## src/rtl/fetch_unit.sv

```systemverilog
`default_nettype none
// ============================================================================
// Module      : fetch_unit
// Description : Instruction fetch stage. Issues one instruction-memory read
//               per instruction, holds the fetched word for decode, and picks
//               the next PC (sequential, conditional branch or jump) when
//               decode consumes the held instruction.
// Revision    : 1.0 - initial release
// ============================================================================
module fetch_unit #(
  parameter logic [31:0] RESET_PC = 32'h0000_0000
) (
  input  logic        clk_i,
  input  logic        rst_i,
  output logic        imem_req_o,
  output logic [31:0] imem_addr_o,
  input  logic        imem_ack_i,
  input  logic [31:0] imem_rdata_i,
  output logic        instr_valid_o,
  input  logic        instr_ready_i,
  output logic [31:0] instr_o,
  output logic [31:0] instr_pc_o,
  output logic [31:0] pc_o,
  input  logic        branch_i,
  input  logic        jump_i,
  input  logic [1:0]  branch_type_i,
  input  logic        zero_i,
  input  logic        neg_i,
  input  logic [31:0] imm_i,
  output logic [31:0] instr_cnt_o
);

  typedef enum logic [1:0] {
    IDLE = 2'd0,
    REQ  = 2'd1,
    HOLD = 2'd2
  } state_t;

  localparam logic [1:0] c_BEQ  = 2'd0;
  localparam logic [1:0] c_BGT  = 2'd1;
  localparam logic [1:0] c_BGEZ = 2'd2;
  localparam logic [1:0] c_BNE  = 2'd3;

  // The PC must stay word aligned even if the parameter is misconfigured.
  localparam logic [31:0] c_RESET_PC = RESET_PC & 32'hFFFF_FFFC;

  state_t      r_state;
  logic [31:0] r_pc;
  logic        r_req;
  logic        r_valid;
  logic [31:0] r_instr;
  logic [31:0] r_instrPc;
  logic [31:0] r_instrCnt;

  logic [31:0] w_pc4;
  logic [31:0] w_immShift;
  logic        w_cond;
  logic [31:0] w_nextPc;

  // Branch condition evaluated from the ALU flags of the held instruction.
  always_comb begin
    w_cond = 1'b0;
    case (branch_type_i)
      c_BEQ:   w_cond = zero_i;
      c_BGT:   w_cond = !zero_i && !neg_i;
      c_BGEZ:  w_cond = !neg_i;
      c_BNE:   w_cond = !zero_i;
      default: w_cond = 1'b0;
    endcase
  end

  // Next-PC selection; jump outranks a taken branch, all arithmetic wraps.
  always_comb begin
    w_pc4      = r_instrPc + 32'd4;
    w_immShift = imm_i << 2;
    w_nextPc   = w_pc4;
    if (jump_i) begin
      w_nextPc = {w_pc4[31:28], r_instr[25:0], 2'b00};
    end else if (branch_i && w_cond) begin
      w_nextPc = w_pc4 + w_immShift;
    end
  end

  // Fetch FSM: request, capture on ack, hold until decode takes the word.
  always_ff @(posedge clk_i or negedge rst_i) begin
    if (!rst_i) begin
      r_state    <= IDLE;
      r_pc       <= c_RESET_PC;
      r_req      <= 1'b0;
      r_valid    <= 1'b0;
      r_instr    <= 32'd0;
      r_instrPc  <= 32'd0;
      r_instrCnt <= 32'd0;
    end else begin
      case (r_state)
        IDLE: begin
          r_state <= REQ;
          r_req   <= 1'b1;
          r_valid <= 1'b0;
        end
        REQ: begin
          if (imem_ack_i) begin
            r_instr   <= imem_rdata_i;
            r_instrPc <= r_pc;
            r_state   <= HOLD;
            r_req     <= 1'b0;
            r_valid   <= 1'b1;
          end
        end
        HOLD: begin
          if (instr_ready_i) begin
            r_pc       <= w_nextPc & 32'hFFFF_FFFC;
            r_instrCnt <= r_instrCnt + 32'd1;
            r_state    <= REQ;
            r_req      <= 1'b1;
            r_valid    <= 1'b0;
          end
        end
        default: begin
          r_state <= IDLE;
          r_req   <= 1'b0;
          r_valid <= 1'b0;
        end
      endcase
    end
  end

  assign imem_req_o    = r_req;
  assign imem_addr_o   = r_pc;
  assign pc_o          = r_pc;
  assign instr_valid_o = r_valid;
  assign instr_o       = r_instr;
  assign instr_pc_o    = r_instrPc;
  assign instr_cnt_o   = r_instrCnt;

endmodule
`default_nettype wire

```

## config.mk

```make
export PLATFORM = sky130hd
export DESIGN_NAME = fetch_unit
export DESIGN_NICKNAME = d
export VERILOG_FILES = /design/src/rtl/fetch_unit.sv
export SDC_FILE = /design/constraint.sdc
export NUM_CORES = 1
export LEC_CHECK = 0
export ABC_AREA = 1
export BUFFER_PORTS_ARGS = -buffer_cell sky130_fd_sc_hd__buf_2
export CORE_ASPECT_RATIO = 0.75
export CORE_MARGIN = 2
export CORE_UTILIZATION = 54
export CTS_CLUSTER_SIZE = 30
export DETAILED_ROUTE_END_ITERATION = 10
export GPL_ROUTABILITY_DRIVEN = 0
export PLACE_DENSITY = 0.82
export RECOVER_POWER = 25
export SLEW_MARGIN = 0
export SYNTH_ARGS = -nofsm -noshare
export SYNTH_HDL_FRONTEND = slang
export SYNTH_SLANG_ARGS = --single-unit
```

## constraint.sdc

```tcl
create_clock -name clk_i -period 3.45 [get_ports clk_i]
set_clock_uncertainty 0.15 [all_clocks]
set_input_delay 0.1725 -clock clk_i [delete_from_list [all_inputs] [get_ports clk_i]]
set_output_delay 0.1725 -clock clk_i [all_outputs]
set_load 0.1 [all_outputs]
```

* Word-level counts from Yosys, hierarchy flattened
Index checks and enable logic that the tools add are counted.
Cells by class: add/sub/neg operators 3, $mul 0, divide/modulo/power cells 0, magnitude comparators 0, eq/ne operators 7, shifts and indexed selects 0, mux-type cells 12, bitwise gates (word level) 0, reduce and logical (&&, ||, !) cells 9
Operator list (number):
- two-way mux 32 bit | 2
- adder 32 x 1 -> 32 bit (second input constant) | 1
- adder 32 x 3 -> 32 bit (second input constant) | 1
- adder 32 bit | 1
- equality test 2 bit (second input constant) | 3
- one-hot mux 2 bit (3 select lines) | 1
- AND reduction 2 bit | 3
- equality test 2 x 1 -> 1 bit (second input constant) | 2
- zero test 2 bit | 2
- two-way mux 1 bit | 4
- two-way mux 2 bit | 2
- != test 2 bit (second input constant) | 2
- one-hot mux 1 bit (4 select lines) | 1
- one-hot mux 1 bit (3 select lines) | 1
- logical AND 1 bit | 2
- zero test 1 bit | 2
- one-hot mux 1 bit (2 select lines) | 1
Storage, ports and cells: register bits 128, bits in latches 0, bits in writable memories 0, bits in read-only memories 0, bits of input ports 74, output and inout bits 162, word-level logic and storage cells 38, memories 0

* Logic depth before layout (Yosys ltp)
Gate-level depths: netlist of the first run.
word-level depth 6, mapped depth 23, gate-level depth less buffers 23

* Worst setup path before layout of the first run
No wires, ideal clock.
path type reg-to-reg, from register r_instrPc[2] (netlist: instr_pc_o[2]), to register r_pc[17] (netlist: imem_addr_o[17]), setup time 78 ps, arrival time 3102 ps, required time 3222 ps, slack 120 ps, cell stages (with the launch flop) 17, path buffers 0, clock period less this slack 3330 ps, cells stage by stage dfrtp_1 ha_1 nand3_1 nor2_4 nand2_1 xor2_1 inv_1 ha_1 nand2_1 nor2_1 inv_1 nor3_1 nand2_1 nand2_1 xor2_1 nand2_1 a21boi_1
Between the ends: longest elaborated chain between the ends 4
Ends and longest elaborated chain:
- start, declared | line 52 | logic [31:0] r_instrPc;
- start signal, assigned | line 104 | r_instrPc <= r_pc;
- adder 32 x 3 -> 32 bit (*) | line 74 | w_pc4 = r_instrPc + 32'd4;
- adder 32 bit | line 80 | w_nextPc = w_pc4 + w_immShift;
- two-way mux 32 bit (*) | line 79 | end else if (branch_i && w_cond) begin
- two-way mux 32 bit (*) | line 77 | if (jump_i) begin
- end signal, assigned | line 88 | r_pc <= c_RESET_PC;
- end signal, assigned | line 112 | r_pc <= w_nextPc & 32'hFFFF_FFFC;
- end, declared | line 48 | logic [31:0] r_pc;
Every way passes the cells marked *; elsewhere a longest branch is shown, timed or not. A chain may end at the register's enable or synchronous reset.

* Worst setup path in the final report of the first run
from register r_instrPc[2] (netlist: instr_pc_o[2]), to register r_pc[29] (netlist: imem_addr_o[29])
Between the ends: longest elaborated chain between the ends 4
Ends and longest elaborated chain (line):
- adder 32 x 3 -> 32 bit (*) | 74
- adder 32 bit | 80
- two-way mux 32 bit | 79
- two-way mux 32 bit (*) | 77
Marked as above.

==> results.cfg, run 1 <==
[critical_path]
required_ns = 3.61
cp-end-kind = register
critPathArrivalTime_ns = 3.48
crit_path_max_fanout = 7
critPathKind = reg2reg
startpoint_type = register

[synth]
synth_xor_area_share_pct = 6.164
synth-simple-area-share_pct = 27.38
synth_cells = 1204
avgSynthCellArea_um2 = 7.317
yosys.area.top_type = dfrtp_1
netlist_top_cells_area = dfrtp_1 36%, nand2_1 15%, inv_1 7.2%, ha_1 5.4%, mux2_2 4.7%
synth_compound_area_share_pct = 8.706
seq_area_frac_synth_pct = 36.07
synthDistinctLibCells = 41
muxShareOfSynthArea_pct = 4.729
synth-seq-cells = 127
synth.top_cell.area_share_pct = 36.07
synthAdderAreaFrac_pct = 5.624
synth_area_mm2 = 0.008810
synth_top_family_by_area = simple AND/OR/NAND/NOR gates
ys_warn_count = 0

[clock_network]
cts_root_buffer = clkbuf_16
clock_sinks = 127
numCtsBuffers = 17
clock_latency_ns = 0.43
clkTransAtPathRegs_ns = 0.06
cts_tree = built
htreeDepth = 4
cts_buffer_depth = 2

[status]
violations = max-capacitance violations, max-slew violations
status = complete, but fails checks

[drt]
wirelength_um = 29100
drc = 0
vias = 9244
dr.pass1.iters = 7
viasPerCell = 5.519
ant_nets = 0
routedWlPerCell_um = 17.37
drt_iter0_markers = 1030

[floorplan]
fp.dieW_um = 151.5
initial_core_util_pct = 55.18
die_y_um = 114.6
fp-row-count = 40
die_area_mm2 = 0.01736
core-area_mm2 = 0.01597
boundaryPins = 236

[placement]
port_buffers = 227
placed_cells = 1605
dp_hpwl_um = 22190

[global_route]
grt.total_usage_pct = 33.66
grt_pass1_wl_um = 44230
grt_max_degree = 68
antenna_found_initial = 1
grt-ovfl-total = 0
grt_pass1_vias = 8365

[timing]
slew_violations = 68
slew_headroom_pct = -10.42
hold_viol_final = 0
fin_crit_ns = 3.319
tightest_slew_ns = 1.656
setup_viol = 0
max_clock_freq_mhz = 301.3
period_share_pct = 96.20

[final_layout]
area_delta_synth_final_pct = 25.17
antenna_cells = 0
nets = 1565
drive_above_1_share_pct = 24.37
nFillCells = 1276
stdcell_count = 1675

[hold_path]
min-delay-path-class = in2reg

[run]
maxCapViolations = 1
## metal layers
metal	global-route usage, %	routed length (um)	vias to the layer above
li1	-	-	4275
met1	47.46	12190	4234
met2	47.66	12130	639
met3	10.00	3663	94
met4	14.95	1101	2
met5	0	12	-
## area by class of cell
class | instances | area, um2 | share of cell area [%]
inverter | 170 | 638.1 | 5.787
timing repair buffer | 281 | 1627 | 14.75
tap | 210 | 262.8 | 2.383
sequential | 127 | 3191 | 28.93
multi-input combinational | 855 | 4702 | 42.64
clock buffer | 19 | 442.9 | 4.017
clock inverter | 13 | 163.9 | 1.486
## worst paths after layout
| path | start | to | slack, ns | depth (start not counted) |
|---|---|---|---|---|
| worst max register to register | instr_pc_o[2] | imem_addr_o[29] | 0.13 | 16 |
| worst min-delay path | imm_i[0] | imem_addr_o[2] | 0.09 | 6 |
| max in group asynchronous | rst_i | instr_pc_o[5] | 0.89 | 3 |
| worst min register to register | instr_cnt_o[31] | instr_cnt_o[31] | 0.33 | 1 |
| min in group asynchronous | rst_i | instr_cnt_o[22] | 0.56 | 2 |
| worst max-delay path | instr_pc_o[2] | imem_addr_o[29] | 0.13 | 16 |
## stage by stage
step / area [um2] / setup TNS (ns) / worst slack, ns / hold slack, ns / utilization (%)
after floorplan: 8828 / 0 / 0.1204 / -0.2731 / -
after global placement: 10020 / 0 / 0.1867 / 0.1832 / 62.76
after detailed placement: 10020 / 0 / 0.1825 / 0.1839 / 62.76
after CTS: 10980 / 0 / 0.1527 / 0.07433 / 68.75
after global routing: 11030 / -0.02223 / -0.02223 / 0.1406 / 69.07
final: 11030 / 0 / 0.1310 / 0.08578 / 69.07
## flip-flops by register name, summed over array words and instances (netlist names)
register       flops
instr_cnt_o       32
imem_req_o         1
r_state            1
imem_addr_o       30
instr_o           32
instr_pc_o        30
instr_valid_o      1
## synthesized netlist by cell type (all sizes together)
cell type and n:
mux2 37, buf 41, nand2 349, ha 38, inv 170, a22oi 3, fa 1, a21boi 3
or2 1, a32oi 1, xor2 39, o21ai 63, a21o 3, conb 1, clkbuf 16, nand3 74
o21bai 1, o21a 2, a21oi 64, xnor2 23, dfrtp 127, nor2 104, nor3b 2, nand3b 5
nand4 11, and2 2, nor3 19, o211ai 2, o221ai 2
## layout by cell type (no fill, tap or decap), types with 3 or more instances in the layout
cell and count:
bufinv_16 3, nand2_2 6, ha_1 38, mux2_2 37
buf_2 226, clkinvlp_4 5, nand2_1 342, nor2_4 5
o21ai_0 61, conb_1 6, inv_1 169, nand3b_1 5
dlygate4sd3_1 35, nor3_1 17, a22oi_1 3, xor2_1 37
buf_4 18, nand3_1 73, a21oi_1 62, nor2_1 90
nor2_2 9, dfrtp_2 10, clkbuf_16 17, dfrtp_1 117
nand4_1 10, xnor2_1 23, a21o_1 3
## what timing repair did
item / 4_1_cts / 5_1_grt
setup endpoints to repair: 0 / 16
hold endpoints to repair: 99 / 0
buffers inserted: 0 / 3
hold buffers: 35 / 0
gates resized for setup: 0 / 23
## critical path, cell delays in order, from the launching register on
cell and delay [ns]:
dfrtp_2 0.42, ha_1 0.17, nand3_1 0.17, nor2_4 0.23
nand3_1 0.17, xnor2_1 0.31, ha_1 0.36, nand2_1 0.19
inv_1 0.06, a21oi_1 0.21, nand2_1 0.13, a21oi_1 0.25
nand3_1 0.11, nand3_1 0.10, nand2_1 0.05, nand2_1 0.05
nand2_1 0.04
## cell families after synthesis
group                      after synthesis
other                                    1
and+or+nand+nor                        567
xor gates and xnor gates                62
buffers and inverters                  227
AOI/OAI and AO/OA                      144
adders and majority gates               39
muxes                                   37
DFF                                    127
Power of run 1 is not shown: default switching activity piles up to over one toggle a cycle in this logic, so the estimate is an artifact.
==> run 2: changes to the inputs <==
--- a/config.mk
+++ b/config.mk
@@ -8,13 +8,13 @@
 export ABC_AREA = 1
 export BUFFER_PORTS_ARGS = -buffer_cell sky130_fd_sc_hd__buf_2
 export CORE_ASPECT_RATIO = 0.75
-export CORE_MARGIN = 2
 export CORE_UTILIZATION = 54
 export CTS_CLUSTER_SIZE = 30
 export DETAILED_ROUTE_END_ITERATION = 10
 export GPL_ROUTABILITY_DRIVEN = 0
 export PLACE_DENSITY = 0.82
 export RECOVER_POWER = 25
+export SKIP_LAST_GASP = 1
 export SLEW_MARGIN = 0
 export SYNTH_ARGS = -nofsm -noshare
 export SYNTH_HDL_FRONTEND = slang
==> results.cfg, run 2 (synthesized netlist as in run 1, its figures left out) <==
[global_route]
grt_pass1_vias = 8342
antenna_found_initial = 1
grt-ovfl-total = 0
grt_pass1_wl_um = 44630
grt_max_degree = 94
grt.total_usage_pct = 35.01

[floorplan]
fp.dieW_um = 149.5
fp-row-count = 40
boundaryPins = 236
die_area_mm2 = 0.01683
die_y_um = 112.6
initial_core_util_pct = 55.18
core-area_mm2 = 0.01597

[critical_path]
slowest_delay_ns = 0.52
startpoint_type = register
path_cells = nand2_1 -> nor3_1 -> nand4_1 -> xor2_1 -> inv_1 -> ha_1 -> nand2_1 -> nor2_1 -> inv_1 -> nor3_2 -> o21ai_0 -> nand4_1 -> nand3_1 -> nand2_1 -> nand2_1
cp-end-kind = register
path_depth = 15
critPathArrivalTime_ns = 3.56
critical-path-top-delay-family = simple AND/OR/NAND/NOR gates
crit_top_cell = nand2_1
crit_path_max_fanout = 5
cp.buffers_inverters = 2
required_ns = 3.61
critPathKind = reg2reg
rr_worst_depth = 15
cpMaxStageDelayCell = dfrtp_1

[placement]
port_buffers = 227
dp_hpwl_um = 21900
placed_cells = 1605

[clock_network]
clkTransAtPathRegs_ns = 0.06
clock_latency_ns = 0.42
clock_sinks = 127
cts_buffer_depth = 2
numCtsBuffers = 17
htreeDepth = 4
cts_tree = built
cts_root_buffer = clkbuf_16

[final_layout]
final_cell_mix = 341 x nand2_1, 226 x buf_2, 169 x inv_1
area_delta_synth_final_pct = 25.83
nets = 1570
final_common_cell = nand2_1
nFillCells = 1303
final_core_util_pct = 69.44
stdcell_count = 1681
drive_above_1_share_pct = 24.76

[timing]
rsz0062_at_grt = true
max_clock_freq_mhz = 294.0
slew_headroom_pct = -25.93
setup_viol = 0
fin_crit_ns = 3.401
hold_viol_final = 0
tightest_slew_ns = 1.889
slew_violations = 35
period_share_pct = 98.58

[hold_path]
whs_path_depth = 6
min-delay-path-class = in2reg

[drt]
dr.pass1.iters = 6
viasPerCell = 5.472
vias = 9199
ant_nets = 0
drt_iter0_markers = 1021
wirelength_um = 29340
drc = 0
routedWlPerCell_um = 17.45

[status]
violations = max-capacitance violations, max-slew violations
status = complete, but fails checks

[run]
maxCapViolations = 1
-- run 2: cell count changes in the layout (fill, tap and decap cells not counted), sizes merged --
cell / delta
inv: +4
bufinv: -2
diode: +1
clkbuf: -2
dlygate4sd3: +1
clkinvlp: -1
buf: +5
-- run 2: worst register-to-register path, stage by stage (launching register included) --
cell	delay [ns]
dfrtp_1	0.52
nand2_1	0.16
nor3_1	0.43
nand4_1	0.21
xor2_1	0.25
inv_1	0.07
ha_1	0.39
nand2_1	0.14
nor2_1	0.17
inv_1	0.10
nor3_2	0.17
o21ai_0	0.16
nand4_1	0.10
nand3_1	0.08
nand2_1	0.14
nand2_1	0.06
-- run 2: stage by stage --
stage | area (um2) | hold WS, ns | worst slack (ns) | TNS, ns
6_report | 11090 | 0.07386 | 0.04910 | 0
2_1_floorplan | 8828 | -0.2731 | 0.1204 | 0
4_1_cts | 10940 | 0.07705 | 0.1310 | 0
5_1_grt | 11080 | 0.1044 | -0.1779 | -0.7029
3_3_place_gp | 10020 | 0.0007986 | 0.2047 | 0
3_5_place_dp | 10020 | 0.0007374 | 0.1639 | 0
-- run 2: worst paths after layout --
kind,start,end,slack (ns)
hold reg to reg,instr_cnt_o[31],instr_cnt_o[31],0.32
min in group asynchronous,rst_i,instr_valid_o,0.66
hold / removal,imm_i[0],imem_addr_o[2],0.07
setup reg to reg,instr_pc_o[16],imem_addr_o[25],0.05
setup / recovery,instr_pc_o[16],imem_addr_o[25],0.05
max in group asynchronous,rst_i,instr_pc_o[12],1.18
-- run 2: cell type report --
class	instances	area [um2]	area share (%)
Inverter	170	638.1	5.756
Clock inverter	14	133.9	1.208
Tap cell	210	262.8	2.370
Multi-Input combinational cell	855	4753	42.88
Antenna cell	1	2.502	0.02257
Clock buffer	18	429.2	3.871
Timing Repair Buffer	286	1680	15.16
Sequential cell	127	3186	28.74
-- run 2: per-layer routing --
metal	GRT usage (%)	wire, um
met1	50.54	12280
met4	11.97	846
met2	50.46	12540
met5	0	0
met3	9.106	3681
-- run 2: what timing repair did --
item / in CTS / in global routing
endpoints found under the hold margin: 68 / 0
hold buffers: 36 / 0
buffers inserted: 0 / 7
gates resized for setup: 0 / 27
endpoints found under the setup margin: 0 / 16
Power of run 2 is left out for the same reason.
